File: src/rtl/expression_pkg.sv
// Shared constants, field layout helpers and FSM state type for the
// expression result unpacker.
package expression_pkg;

   localparam int FIELD_COUNT = 18;
   localparam int GROUP_W     = 30;
   localparam int PACKED_W    = 90;
   localparam int WINDOW_W    = 6;

   localparam logic [4:0] LAST_IDX = 5'(FIELD_COUNT - 1);

   typedef enum logic {
      IDLE,
      EMIT
   } state_e;

   // Widths repeat 4,5,6 and signedness repeats u,u,u,s,s,s.
   function automatic logic [2:0] field_width(input logic [4:0] k);
      return 3'(4 + (int'(k) % 3));
   endfunction

   function automatic logic field_signed(input logic [4:0] k);
      return (int'(k) % 6) >= 3;
   endfunction

endpackage

File: src/rtl/expression_field_extend.sv
// Takes the top `width` bits of a 6-bit window and widens them to OUT_W,
// replicating the field MSB for signed fields and zero-filling otherwise.
module expression_field_extend #(
   parameter int OUT_W = 8
) (
   input  logic [5:0]       raw,
   input  logic [2:0]       width,
   input  logic             is_signed,
   output logic [OUT_W-1:0] result
);

   logic ext_bit;

   assign ext_bit = is_signed & raw[5];

   // NOTE: every output bit gets a default before the case, so no path
   // leaves result unassigned and no latch is inferred.
   always_comb begin
      result = {OUT_W{ext_bit}};
      case (width)
         3'd4:    result[3:0] = raw[5:2];
         3'd5:    result[4:0] = raw[5:1];
         default: result[5:0] = raw;
      endcase
   end

endmodule

File: src/rtl/expression_result_unpacker.sv
// Accepts one packed 18-field result word and streams the fields out one
// per beat, each extended to OUT_W bits.
module expression_result_unpacker
   import expression_pkg::*;
#(
   parameter int OUT_W = 8
) (
   input  logic                clk,
   input  logic                rst,
   input  logic                in_valid,
   output logic                in_ready,
   input  logic [PACKED_W-1:0] in_data,
   output logic                out_valid,
   input  logic                out_ready,
   output logic [OUT_W-1:0]    out_data,
   output logic [4:0]          out_idx,
   output logic                out_signed,
   output logic                out_last
);

   state_e              state_q, state_d;
   logic [PACKED_W-1:0] sr_q, sr_d;
   logic [4:0]          idx_q, idx_d;

   logic             emit;
   logic             is_last;
   logic [2:0]       cur_w;
   logic             cur_signed;
   logic             beat_fire;
   logic             load;
   logic [OUT_W-1:0] ext_data;

   assign emit       = (state_q == EMIT);
   assign is_last    = (idx_q == LAST_IDX);
   assign cur_w      = field_width(idx_q);
   assign cur_signed = field_signed(idx_q);
   assign beat_fire  = out_valid && out_ready;
   assign load       = in_valid && in_ready;

   expression_field_extend #(
      .OUT_W(OUT_W)
   ) u_extend (
      .raw      (sr_q[PACKED_W-1 -: WINDOW_W]),
      .width    (cur_w),
      .is_signed(cur_signed),
      .result   (ext_data)
   );

   // NOTE: state is updated with non-blocking assignments so every flop
   // samples its _d value from the same edge, independent of statement order.
   // The shift register is reset as well, so nothing stale survives a reset.
   always_ff @(posedge clk) begin
      if (rst) begin
         state_q <= IDLE;
         sr_q    <= '0;
         idx_q   <= '0;
      end else begin
         state_q <= state_d;
         sr_q    <= sr_d;
         idx_q   <= idx_d;
      end
   end

   always_comb begin
      state_d = state_q;
      case (state_q)
         IDLE:    if (in_valid) state_d = EMIT;
         EMIT:    if (beat_fire && is_last && !in_valid) state_d = IDLE;
         default: state_d = IDLE;
      endcase
   end

   // A load on the last beat takes priority over the end-of-word clear,
   // which is what gives bubble-free back-to-back words.
   always_comb begin
      sr_d  = sr_q;
      idx_d = idx_q;
      if (load) begin
         sr_d  = in_data;
         idx_d = '0;
      end else if (beat_fire) begin
         if (!is_last) begin
            sr_d  = sr_q << cur_w;
            idx_d = idx_q + 5'd1;
         end else begin
            sr_d  = '0;
            idx_d = '0;
         end
      end
   end

   always_comb begin
      out_valid  = emit;
      out_last   = emit && is_last;
      out_signed = emit && cur_signed;
      out_idx    = idx_q;
      out_data   = emit ? ext_data : '0;
      in_ready   = !rst && (!emit || (out_last && out_ready));
   end

endmodule

File: config.mk
export PLATFORM = sky130hd
export DESIGN_NAME = expression_result_unpacker
export DESIGN_NICKNAME = d
export VERILOG_FILES = /design/src/rtl/expression_pkg.sv /design/src/rtl/expression_field_extend.sv /design/src/rtl/expression_result_unpacker.sv
export SDC_FILE = /design/constraint.sdc
export NUM_CORES = 1
export LEC_CHECK = 0
export ABC_AREA = 1
export BUFFER_PORTS_ARGS = -buffer_cell sky130_fd_sc_hd__buf_2
export CAP_MARGIN = 20
export CORE_MARGIN = 4
export CORE_UTILIZATION = 65
export CTS_CLUSTER_DIAMETER = 120
export CTS_CLUSTER_SIZE = 16
export DETAILED_ROUTE_END_ITERATION = 8
export GPL_TIMING_DRIVEN = 0
export HOLD_SLACK_MARGIN = 0.02
export PLACE_DENSITY = 0.88
export SLEW_MARGIN = 40
export SYNTH_ARGS = -nofsm -noshare
export SYNTH_HDL_FRONTEND = slang
export SYNTH_SLANG_ARGS = --single-unit
File: constraint.sdc
create_clock -name clk -period 9 [get_ports clk]
set_clock_uncertainty 0.1 [all_clocks]
set_input_delay 1.8 -clock clk [delete_from_list [all_inputs] [get_ports clk]]
set_output_delay 1.8 -clock clk [all_outputs]
set_load 0.01 [all_outputs]
==> Word level (Yosys, flattened, before mapping) <==
Index checks and enable logic that the tools add are counted.
W data, S select, Z words.
{ "totals": {"register_bits": 96, "latch_bits": 0, "ram_bits": 0, "romBits": 0, "in_bits": 94, "output_inout_bits": 17, "word_cells": 40, "memories": 0} }
{ "op_classes": {"addsub": 2, "multipliers": 0, "div": 2, "magnitude_cmp": 1, "n_eq_ne": 3, "n_shift": 1, "n_mux": 11, "n_bitwise": 2, "n_reduce_logical": 15} }
{ "ops": {"columns": ["cell", "n"], "rows": [
  ["$mux W90", 3],
  ["$shl A90 B3 Y90", 1],
  ["$ge A32 B3 Y1 const B", 1],
  ["$mod A6 B3 Y32 const B", 1],
  ["$mod A6 B4 Y32 const B", 1],
  ["$logic_and A1 B1 Y1", 8],
  ["$mux W8", 1],
  ["$pmux W4 S2", 1],
  ["$eq A3 B3 Y1 const B", 2],
  ["$add A5 B1 Y5 const B", 1],
  ["$eq A5 B5 Y1 const B", 1],
  ["$mux W5", 1],
  ["$pmux W1 S2", 2],
  ["$reduce_or A2 Y1", 2],
  ["$add A3 B3 Y3 const A", 1],
  ["$logic_not A1 Y1", 3],
  ["$mux W1", 3],
  ["$reduce_bool A2 Y1", 1],
  ["$and A1 B1 Y1", 1],
  ["$logic_or A1 B1 Y1", 1],
  ["$not A1 Y1", 1]
]} }

==> Logic depth before layout (Yosys ltp) <==
Gate-level depths: netlist (run 1).
{ "logic_depth": {"ltp_word": 7, "depth_mapped": 27, "ltp_nobuf": 26} }

==> Cells and area by module <==
From an unflattened synthesis (run 1), not the netlist that was laid out.
{ "unflattened": {"hier_cells": 1563, "area_unflattened_um2": 9011.1} }
{ "by_module_without_submodules": {"columns": ["module", "n_inst", "cells_per_inst", "area_each_um2", "seq_area_each_um2"], "rows": [
  ["expression_result_unpacker", 1, 1530, 8833.5, 1921.8],
  ["expression_field_extend", 1, 33, 177.7, 0.0]
]} }

==> Worst setup path before layout (run 1) <==
Ideal clock, no wire load.
{ "synth_timing": {"kind": "reg-to-output", "start": "register idx_q[3], in the netlist out_idx[3]", "end": "output out_data[0]", "arrival_time_ns": 2.981, "required_ns": 7.100, "setup_slack_ns": 4.119, "stages_incl_launch_ff": 25, "n_path_buf": 1, "path_cell_list": "dfxtp_1 -> inv_2 -> nand2_4 -> inv_2 -> nand2_2 -> nand2_4 -> ha_1 -> inv_1 -> nand2_1 -> clkinv_1 -> nand3_2 -> xor2_1 -> ha_1 -> inv_1 -> nand3_1 -> nor2_4 -> nand2_2 -> nand2_1 -> nand2_2 -> inv_2 -> buf_6 -> nand2_1 -> inv_1 -> o21ai_1 -> a21oi_1"} }
{ "synth_via": {"elab_chain_cells": 5, "elab_cells_between_ends": 6, "cone_classes": "1 x add/sub; 1 x div; 2 x eq/ne; 2 x mux"} }
{ "synth_rtl": {"columns": ["item", "line", "source"], "rows": [
  ["start, declared", "expression_result_unpacker.sv:23", "logic [4:0] idx_q, idx_d;"],
  ["start signal, assigned", "expression_result_unpacker.sv:60", "idx_q <= idx_d;"],
  ["$mod A6 B3 Y32 (*)", "expression_pkg.sv:19", "return 3'(4 + (int'(k) % 3));"],
  ["$add A3 B3 Y3 (*)", "expression_pkg.sv:19", null],
  ["$eq A3 B3 Y1", "expression_field_extend.sv:20", "case (width)"],
  ["$pmux W4 S2 (*)", "expression_field_extend.sv:20", null],
  ["$mux W8 (*)", "expression_result_unpacker.sv:97", "out_data = emit ? ext_data : '0;"],
  ["end, declared", "expression_result_unpacker.sv:15", "output logic [OUT_W-1:0] out_data,"]
]} }
Every way passes the cells marked *; elsewhere a longest branch is shown, timed or not.

==> Worst setup path after layout (run 1) <==
{ "layout_timing": {"start": "register idx_q[3], in the netlist out_idx[3]", "end": "output out_data[1]"} }
Same word-level chain as after synthesis.

==> qor.yml, run 1 <==
run_status: "completed"
grt_max_degree: 15
core_area_um2: 13200
worstMarginPinSlew_ns: 0.869
mostFrequentLayoutCells: "443 x nand2_1, 258 x inv_1, 219 x nand3_1, 145 x buf_2, 96 x dfxtp_1"
yosys_warnings: 0
cp_max_fo: 10
power_leakage_nw: 4.94
synth_fp_nets: 1607
ys_types: 35
nets: 1728
hpwlAfterDp_mm: 21.7
crit_path_start_kind: "flop"
grt_util_all_layers_pct: 37.2
crit_buf_inv: 9
diodes: 0
slew_viol_final: 0
antenna_found_initial: 0
required_ns: 7.10
cts_made_buffers: 9
synthArstFlopShare_pct: 0
fin_ws_ns: 3.17
cts_hold_buffers: 0
setup.worst_path.class: "flop to primary output"
ctsResizeCount: 0
die_area_um2: 15500
drc: 0
power.density_nw_per_um2: 125
layout_commonest_cell: "nand2_1"
period_share_pct: 64.8
die-height_um: 124
cts_root_buffer: "clkbuf_16"
wire_per_inst_um: 16.3
ios: 111
drv_cap: 0
totalNegativeSetupSlack_ns: 0
slowest_delay_ns: 0.43
min_path_type: "flop to flop"
yosysSeqAreaShare_pct: 21.8
cpLargestDelayFamily: "simple AND/OR/NAND/NOR gates"
rows: 42
ir_drop_mv: 0.108
syn_area_um2: 8800
h-tree-depth: 3
floorplan.initialDensity_pct: 66.4
min_period_ns: 5.83
utilization_pct: 74.3
cp-end-kind: "primary output"
wirelength_mm: 29.5
drt-initial-drc-count: 1620
port_buffers: 110
finalSetupViolCount: 0
drtPass1Iterations: 6
clock-sinks: 96
synth_edf_count: 0
clockBufferDepth: 2
hold_violations: 0
layout-drive-gt1-share_pct: 14.0
synth_flop_cell: "dfxtp_1"
area_delta_synth_final_pct: 11.9
die_w_um: 124
synth_cells: 1504
clk-insertion-delay-late_ns: 0.36
grt_pass1_vias: 9625
worst_ep_arrival_time_ns: 3.93
clk_pin_slew_ns: 0.07
synth.avg_cell_area_um2: 5.85
via_count: 10671
slew_headroom_pct: 42.1
grt_overflow_total: 0
antenna_left: 0
critPathSlowestCell: "dfxtp_1"
viasPerCell: 5.91
tritoncts: "yes"
place_ws_ns: 3.65
grt_pass1_wl_mm: 47.8
postCtsSetupBuffers: 0
ys_ff_latch: 96
globalplace.congestion: 0.975
grt_setup_unrepaired: "false"
fmax_ghz: 0.172
==> worst register-to-register path, delay by kind of cell (launching register included) <==
kind,cells,cell delay (ns)
xor+xnor,1,0.17
flops,1,0.43
buf+inv,7,1.04
simple gates,12,1.38
fa+ha+maj,2,0.45
compound gates,1,0.27
==> stage by stage <==
step | total power [mW] | area (um2) | std cells | hold slack (ns)
finish | 1.23 | 9840 | 1806 | 0.391
global route | 1.29 | 9840 | 1806 | 0.435
CTS | 1.22 | 9840 | 1806 | 0.391
detailed placement | 0.840 | 9570 | 1790 | 0.380
global placement | 0.832 | 9570 | 1790 | 0.376
floorplan | 0.738 | 8800 | 1504 | 0.364
==> Yosys cell counts, types with 8 or more instances <==
cell type    n  share of area [%]
nand3b_1    61                5.2
buf_4       15                1.3
nand3_1    219                 12
inv_1      258                 11
nand2_2      8               0.57
inv_2       11               0.47
nor2_1      15               0.64
dfxtp_1     96                 22
ha_1         9                1.3
a21oi_1     29                1.7
clkbuf_1    36                1.5
o21ai_0     86                4.9
nand2_1    443                 19
o211ai_2    20                2.8
buf_1       10               0.43
o211ai_1    91                7.8
buf_2       35                2.0
o21ai_1     10               0.57
nand4_1     12               0.85
==> kinds of logic after synthesis <==
| logic type | share of synthesized area (%) |
|---|---|
| DFF | 21.8 |
| xor gates and xnor gates | 0.398 |
| adders and majority gates | 1.28 |
| AOI/OAI and AO/OA | 18.9 |
| and+or+nand+nor | 40.5 |
| buffers and inverters | 17.1 |
==> path summary, 6_finish.rpt <==
path / startpoint / end / slack (ns) / cells after the start
worst max register to register: out_idx[3] / sr_q[36] / 5.07 / 23
worst max-delay path: out_idx[3] / out_data[1] / 3.17 / 25
worst min register to register: sr_q[1] / sr_q[1] / 0.39 / 2
worst min-delay path: sr_q[1] / sr_q[1] / 0.39 / 2
==> state kept, by name, summed over array words and instances, names as in the netlist <==
name	count
sr_q	90
out_idx	5
out_valid	1
==> area by class of cell <==
| class | instances | area, um2 |
|---|---|---|
| Timing Repair Buffer | 110 | 551 |
| Buffer | 99 | 494 |
| Inverter | 270 | 1010 |
| Fill cell | 1223 | 3400 |
| Sequential cell | 96 | 1920 |
| Multi-Input combinational cell | 1039 | 5370 |
| Clock inverter | 2 | 13.8 |
| Clock buffer | 14 | 264 |
| Tap cell | 176 | 220 |
==> per-layer routing <==
layer  vias to the layer above  share of wire (%)  track usage (%)  routed length, um
met2                       759                 43             55.2              12600
met3                        90                 14             9.48               4150
li1                       5127                  -                -                  -
met4                         0                3.2             13.7                951
met5                         -                  0                0                  0
met1                      4695                 40             52.0              11800
==> power breakdown <==
part / switching [mW] / internal [mW] / total (mW)
registers: 0.0293 / 0.461 / 0.490
logic: 0.228 / 0.126 / 0.354
clock network: 0.181 / 0.204 / 0.384
total: 0.438 / 0.790 / 1.23
(Power assumes the default switching activity.)
==> run 2: changes to the inputs <==
Settings changed: CORE_UTILIZATION 65 to 60, PLACE_DENSITY 0.88 to 0.82.
Clock period 9 ns to 5.55 ns, I/O delays scaled along.
==> qor.yml, run 2 (synthesized netlist as in run 1, its figures left out) <==
drc: 0
largest_register_ff_count: 90
area_delta_synth_final_pct: 12.3
layout-drive-gt1-share_pct: 14.1
utilization_pct: 70.1
worst_ep_arrival_time_ns: 3.87
finalSetupViolCount: 0
clock-sinks: 96
power_leakage_nw: 4.95
fill_cells: 1367
crit_path_start_kind: "flop"
hpwlAfterDp_mm: 21.9
hold_end: "sr_q[3]"
totalNegativeSetupSlack_ns: 0
reg2reg_depth: 23
viasPerCell: 5.80
grt_pass1_vias: 9617
antenna_found_initial: 0
via_count: 10497
diodes: 0
run_status: "completed"
hold_violations: 0
drv_cap: 0
ctsResizeCount: 0
tritoncts: "yes"
worstHoldStart: "sr_q[3]"
grt_max_degree: 15
slowest_delay_ns: 0.44
cp-end-kind: "primary output"
rrSetupSlack_ns: 1.59
min_period_ns: 5.08
critPathSlowestCell: "dfxtp_1"
wire_per_inst_um: 16.3
globalplace.congestion: 0.982
power.density_nw_per_um2: 206
slew_headroom_pct: 44.2
cp_max_fo: 10
wirelength_mm: 29.5
whs_ns: 0.398
nets: 1728
r2r_start: "out_idx[3]"
clk_pin_slew_ns: 0.07
cpLargestDelayFamily: "simple AND/OR/NAND/NOR gates"
cts_root_buffer: "clkbuf_16"
slew_viol_final: 0
placement.cell_area_um2: 9570
port_buffers: 110
mostFrequentLayoutCells: "443 x nand2_1, 258 x inv_1, 219 x nand3_1, 145 x buf_2, 96 x dfxtp_1"
hold_depth: 2
antenna_left: 0
die_w_um: 129
fmax_ghz: 0.197
ios: 111
die_area_um2: 16700
drt-initial-drc-count: 1306
clk-insertion-delay-late_ns: 0.36
grt_setup_unrepaired: "false"
min_path_type: "flop to flop"
h-tree-depth: 3
grt_overflow_total: 0
floorplan.initialDensity_pct: 62.4
cts_hold_buffers: 0
postCtsSetupBuffers: 0
regMostFlops: "sr_q"
setup.worst_path.class: "flop to primary output"
die-height_um: 129
design_area_um2: 9880
r2r-end: "sr_q[70]"
drtPass1Iterations: 6
grt_util_all_layers_pct: 35.6
power.total_mw: 2.03
grt_pass1_wl_mm: 48.0
layout_commonest_cell: "nand2_1"
ir_drop_mv: 0.195
period_share_pct: 91.6
required_ns: 4.34
cts_made_buffers: 9
core_area_um2: 14100
clockBufferDepth: 2
crit_buf_inv: 9
worstMarginPinSlew_ns: 0.837
rows: 43
-- run 2: cell count changes in the layout (fill, tap and decap cells not counted) --
cell        before  now
clkbuf_8         2    3
bufinv_16        0    1
clkinvlp_4       0    1
clkbuf_1        39   37
clkinv_4         1    0
clkinv_2         1    0
-- run 2: worst max path at each step --
stage | from | depth (start not counted) | to
5_1_grt | out_idx[3] | 25 | out_data[0]
3_5_place_dp | out_idx[3] | 25 | out_data[3]
6_report | out_idx[3] | 25 | out_data[3]
2_1_floorplan | out_idx[3] | 24 | out_data[0]
4_1_cts | out_idx[3] | 25 | out_data[3]
3_3_place_gp | out_idx[3] | 25 | out_data[3]
-- run 2: worst register-to-register path: stages, from the launching register on --
cell and delay [ns]:
dfxtp_1 0.44, inv_2 0.12, nand2_4 0.10, inv_2 0.05, nand2_2 0.10, nand2_4 0.09, ha_1 0.19, inv_1 0.08
nand2_1 0.08, clkinv_1 0.06, nand3_2 0.08, xor2_1 0.18, ha_1 0.24, inv_1 0.06, nand3_1 0.11, nor2_4 0.18
nand3_1 0.10, nand2_2 0.23, clkbuf_1 0.66, o211ai_1 0.25, nand3_1 0.14, nand3b_1 0.10, nand2_1 0.08, inv_1 0.04
-- run 2: cell type report --
| class | instances | area [um2] | share of cell area (%) |
|---|---|---|---|
| clock inverter | 2 | 37.5 | 0.380 |
| inverter | 270 | 1010 | 10.3 |
| sequential | 96 | 1920 | 19.5 |
| clock buffer | 13 | 270 | 2.74 |
| buffer | 99 | 494 | 5.00 |
| tap | 180 | 225 | 2.28 |
| timing repair buffer | 110 | 551 | 5.57 |
| multi-input combinational | 1039 | 5370 | 54.3 |
-- run 2: stage by stage --
stage,std cells,setup WS [ns]
after global routing,1809,0.0844
after CTS,1809,0.476
after detailed placement,1794,0.890
after floorplan,1504,1.36
after global placement,1794,0.990
final,1809,0.468
-- run 2: report_power, final --
group	total, mW	switching (mW)	internal, mW
Combinational	0.573	0.369	0.204
Clock	0.666	0.281	0.385
Sequential	0.795	0.0472	0.748
-- run 2: metal layers --
layer  track usage [%]  up-vias  share of wire, %  wire (um)
met5                 0        -                 0          0
met2              55.2      644                43      12800
met4              12.6        0               2.8        826
li1                  -     5127                 -          -
met3              7.83       78                12       3420
met1              49.0     4648                42      12500
==> run 3: changes to the inputs <==
Settings changed: ABC_AREA 1 to unset, CORE_ASPECT_RATIO set to 1.5.
==> qor.yml, run 3 <==
yosysTopAreaCellShare_pct: 22.7
slowest_delay_ns: 0.36
tritoncts: "yes"
worstMarginPinSlew_ns: 0.762
nets: 1450
min_period_ns: 5.43
drtPass1Iterations: 8
layout.cells.non_filler: 1514
p_int_mw: 1.31
critPathSlowestCell: "dfxtp_4"
area_delta_synth_final_pct: 15.8
cts_made_buffers: 9
rows: 52
die_w_um: 105
layout_commonest_cell: "o22ai_1"
synthTopCellsByArea: "dfxtp_1 23%, o22ai_1 11%, nor4_1 11%"
p_comb_share_pct: 25.9
antenna_found_initial: 0
whs_ns: 0.478
ys_ff_latch: 96
port_buffers: 110
grt_util_all_layers_pct: 38.8
synth.avg_cell_area_um2: 6.95
slew_headroom_pct: 49.0
yosys_warnings: 0
synth_cells: 1216
slew_viol_final: 0
fmax_ghz: 0.184
wl_met3_mm: 3.59
synth_fp_nets: 1319
top_layer: "met4"
synth_flop_cell: "dfxtp_1"
synth.most_common_cell: "o22ai_1"
die_area_um2: 16100
largest_register_ff_count: 90
ys_types: 76
antenna_left: 0
ir_drop_mv: 0.148
placement.cell_area_um2: 9210
fill_cells: 1253
via_count: 11129
clk-insertion-delay-late_ns: 0.36
path_cells: "clkbuf_16 -> inv_1 -> clkbuf_8 -> ha_2 -> and2_1 -> a311oi_4 -> nand3_2 -> nand2_4 -> inv_6 -> ha_4 -> inv_1 -> o21ai_2 -> a311oi_4 -> and3_4 -> buf_12 -> buf_8 -> xnor2_1 -> nand2_1 -> a311oi_1 -> buf_2"
die-height_um: 153
synth_commonest_cells: "155 x o22ai_1, 148 x nor4_1, 114 x nand2_1"
synthArstFlopShare_pct: 0
regMostFlops: "sr_q"
hpwlAfterDp_mm: 23.1
cp_max_fo: 11
clk_pin_slew_ns: 0.08
grt_pass1_wl_mm: 52.3
dp_cells: 1488
worst_ep_arrival_time_ns: 4.22
diodes: 0
mostFrequentLayoutCells: "155 x o22ai_1, 148 x nor4_1, 128 x buf_2, 114 x nand2_1, 96 x a21oi_1"
drc: 0
cts_root_buffer: "clkbuf_16"
period_share_pct: 97.8
clockPowerShare_pct: 32.8
met2_length_mm: 15.5
ios: 111
finalSetupViolCount: 0
syn_area_um2: 8450
seqPwrFrac_pct: 41.3
cpLargestDelayFamily: "buffers and inverters"
grt_overflow_total: 0
run_status: "completed"
met1_length_mm: 12.0
clockBufferDepth: 2
p_sw_mw: 0.749
drt-initial-drc-count: 1487
viasPerCell: 7.35
yosysTopAreaCell: "dfxtp_1"
required_ns: 4.34
setup.worst_path.class: "flop to primary output"
globalplace.congestion: 0.999
core_area_um2: 13700
floorplan.initialDensity_pct: 61.8
crit_buf_inv: 8
wire_per_inst_um: 21.7
crit_path_start_kind: "flop"
grt_max_degree: 19
power.total_mw: 2.06
sw_frac_of_total_pct: 36.3
yosysSeqAreaShare_pct: 22.7
min_path_type: "flop to flop"
drv_cap: 0
power_leakage_nw: 3.66
design_area_um2: 9780
hold_violations: 0
h-tree-depth: 3
synth_edf_count: 0
power.density_nw_per_um2: 211
clock-sinks: 96
cp-end-kind: "primary output"
grt_pass1_vias: 10669
wirelength_mm: 32.9
layout-drive-gt1-share_pct: 15.2
-- run 3: cell types whose count changed in the layout (fill, tap and decap cells not counted), sizes merged, moves of 61 or more --
cell | previous run | this run
nand2 | 455 | 115
inv | 269 | 19
o22ai | 0 | 156
nor4 | 0 | 148
nand3 | 224 | 94
o211ai | 111 | 5
or3 | 0 | 77
o21ai | 96 | 21
o21bai | 0 | 73
a21oi | 30 | 96
nand3b | 61 | 0
-- run 3: cells by family (layout without fill, tap and decap cells) --
family          count (synthesis)  after routing  synth area share (%)
xor+xnor                        5              5                 0.518
flops                          96             96                  22.7
buf+inv                       142            278                  7.34
simple gates                  534            534                  33.6
mux                            12             12                  1.70
compound gates                418            418                  32.8
fa+ha+maj                       9              9                  1.33
-- run 3: cell type report --
class / count / area (um2) / area share [%]
well taps: 162 / 203 / 2.07
clock inverters: 7 / 83.8 / 0.857
flip-flops and latches: 96 / 1930 / 19.7
multi-input cells: 978 / 6040 / 61.7
repair buffers: 121 / 631 / 6.45
clock buffers: 9 / 225 / 2.30
plain buffers: 126 / 614 / 6.28
inverters: 15 / 61.3 / 0.627
-- run 3: metal layers --
layer,up-vias,global-route usage (%)
li1,5035,-
met5,-,0
met2,850,65.5
met3,187,5.53
met1,5057,46.9
met4,0,22.0
-- run 3: tightest hold or removal path: stages (launching register included) --
cell	delay (ns)
dfxtp_1	0.36
nand3_1	0.08
a31oi_1	0.08
-- run 3: metrics by stage --
step / TNS [ns] / utilization [%] / worst slack, ns
floorplan: 0 / - / 0.0159
global placement: -30.37 / 67.4 / -0.958
detailed placement: -30.42 / 67.4 / -0.965
CTS: 0 / 71.1 / 0.0287
global route: -0.0854 / 71.6 / -0.0427
finish: 0 / 71.6 / 0.120
-- run 3: path summary, 6_finish.rpt --
kind / startpoint / to / slack, ns / depth (start not counted)
setup / recovery: out_idx[0] / out_data[0] / 0.12 / 20
hold / removal: sr_q[3] / sr_q[3] / 0.48 / 2
setup reg to reg: out_idx[0] / sr_q[22] / 0.38 / 21
hold reg to reg: sr_q[3] / sr_q[3] / 0.48 / 2
-- run 3: power by group through the flow --
stage	Clock [mW]	Sequential [mW]	Combinational, mW
after floorplan	0	0.828	0.364
after global placement	0	0.858	0.501
after detailed placement	0	0.859	0.506
after CTS	0.673	0.843	0.514
after global routing	0.701	0.856	0.581
final	0.676	0.851	0.535
-- run 3: timing repair --
action                     4_1_cts  5_1_grt
gates resized for setup         27       12
setup buffers                    8        2
pin swaps                        6        6
hold endpoints to repair         0        0
setup endpoints to repair       92        6
hold buffers                     0        0
cloned                           1        0
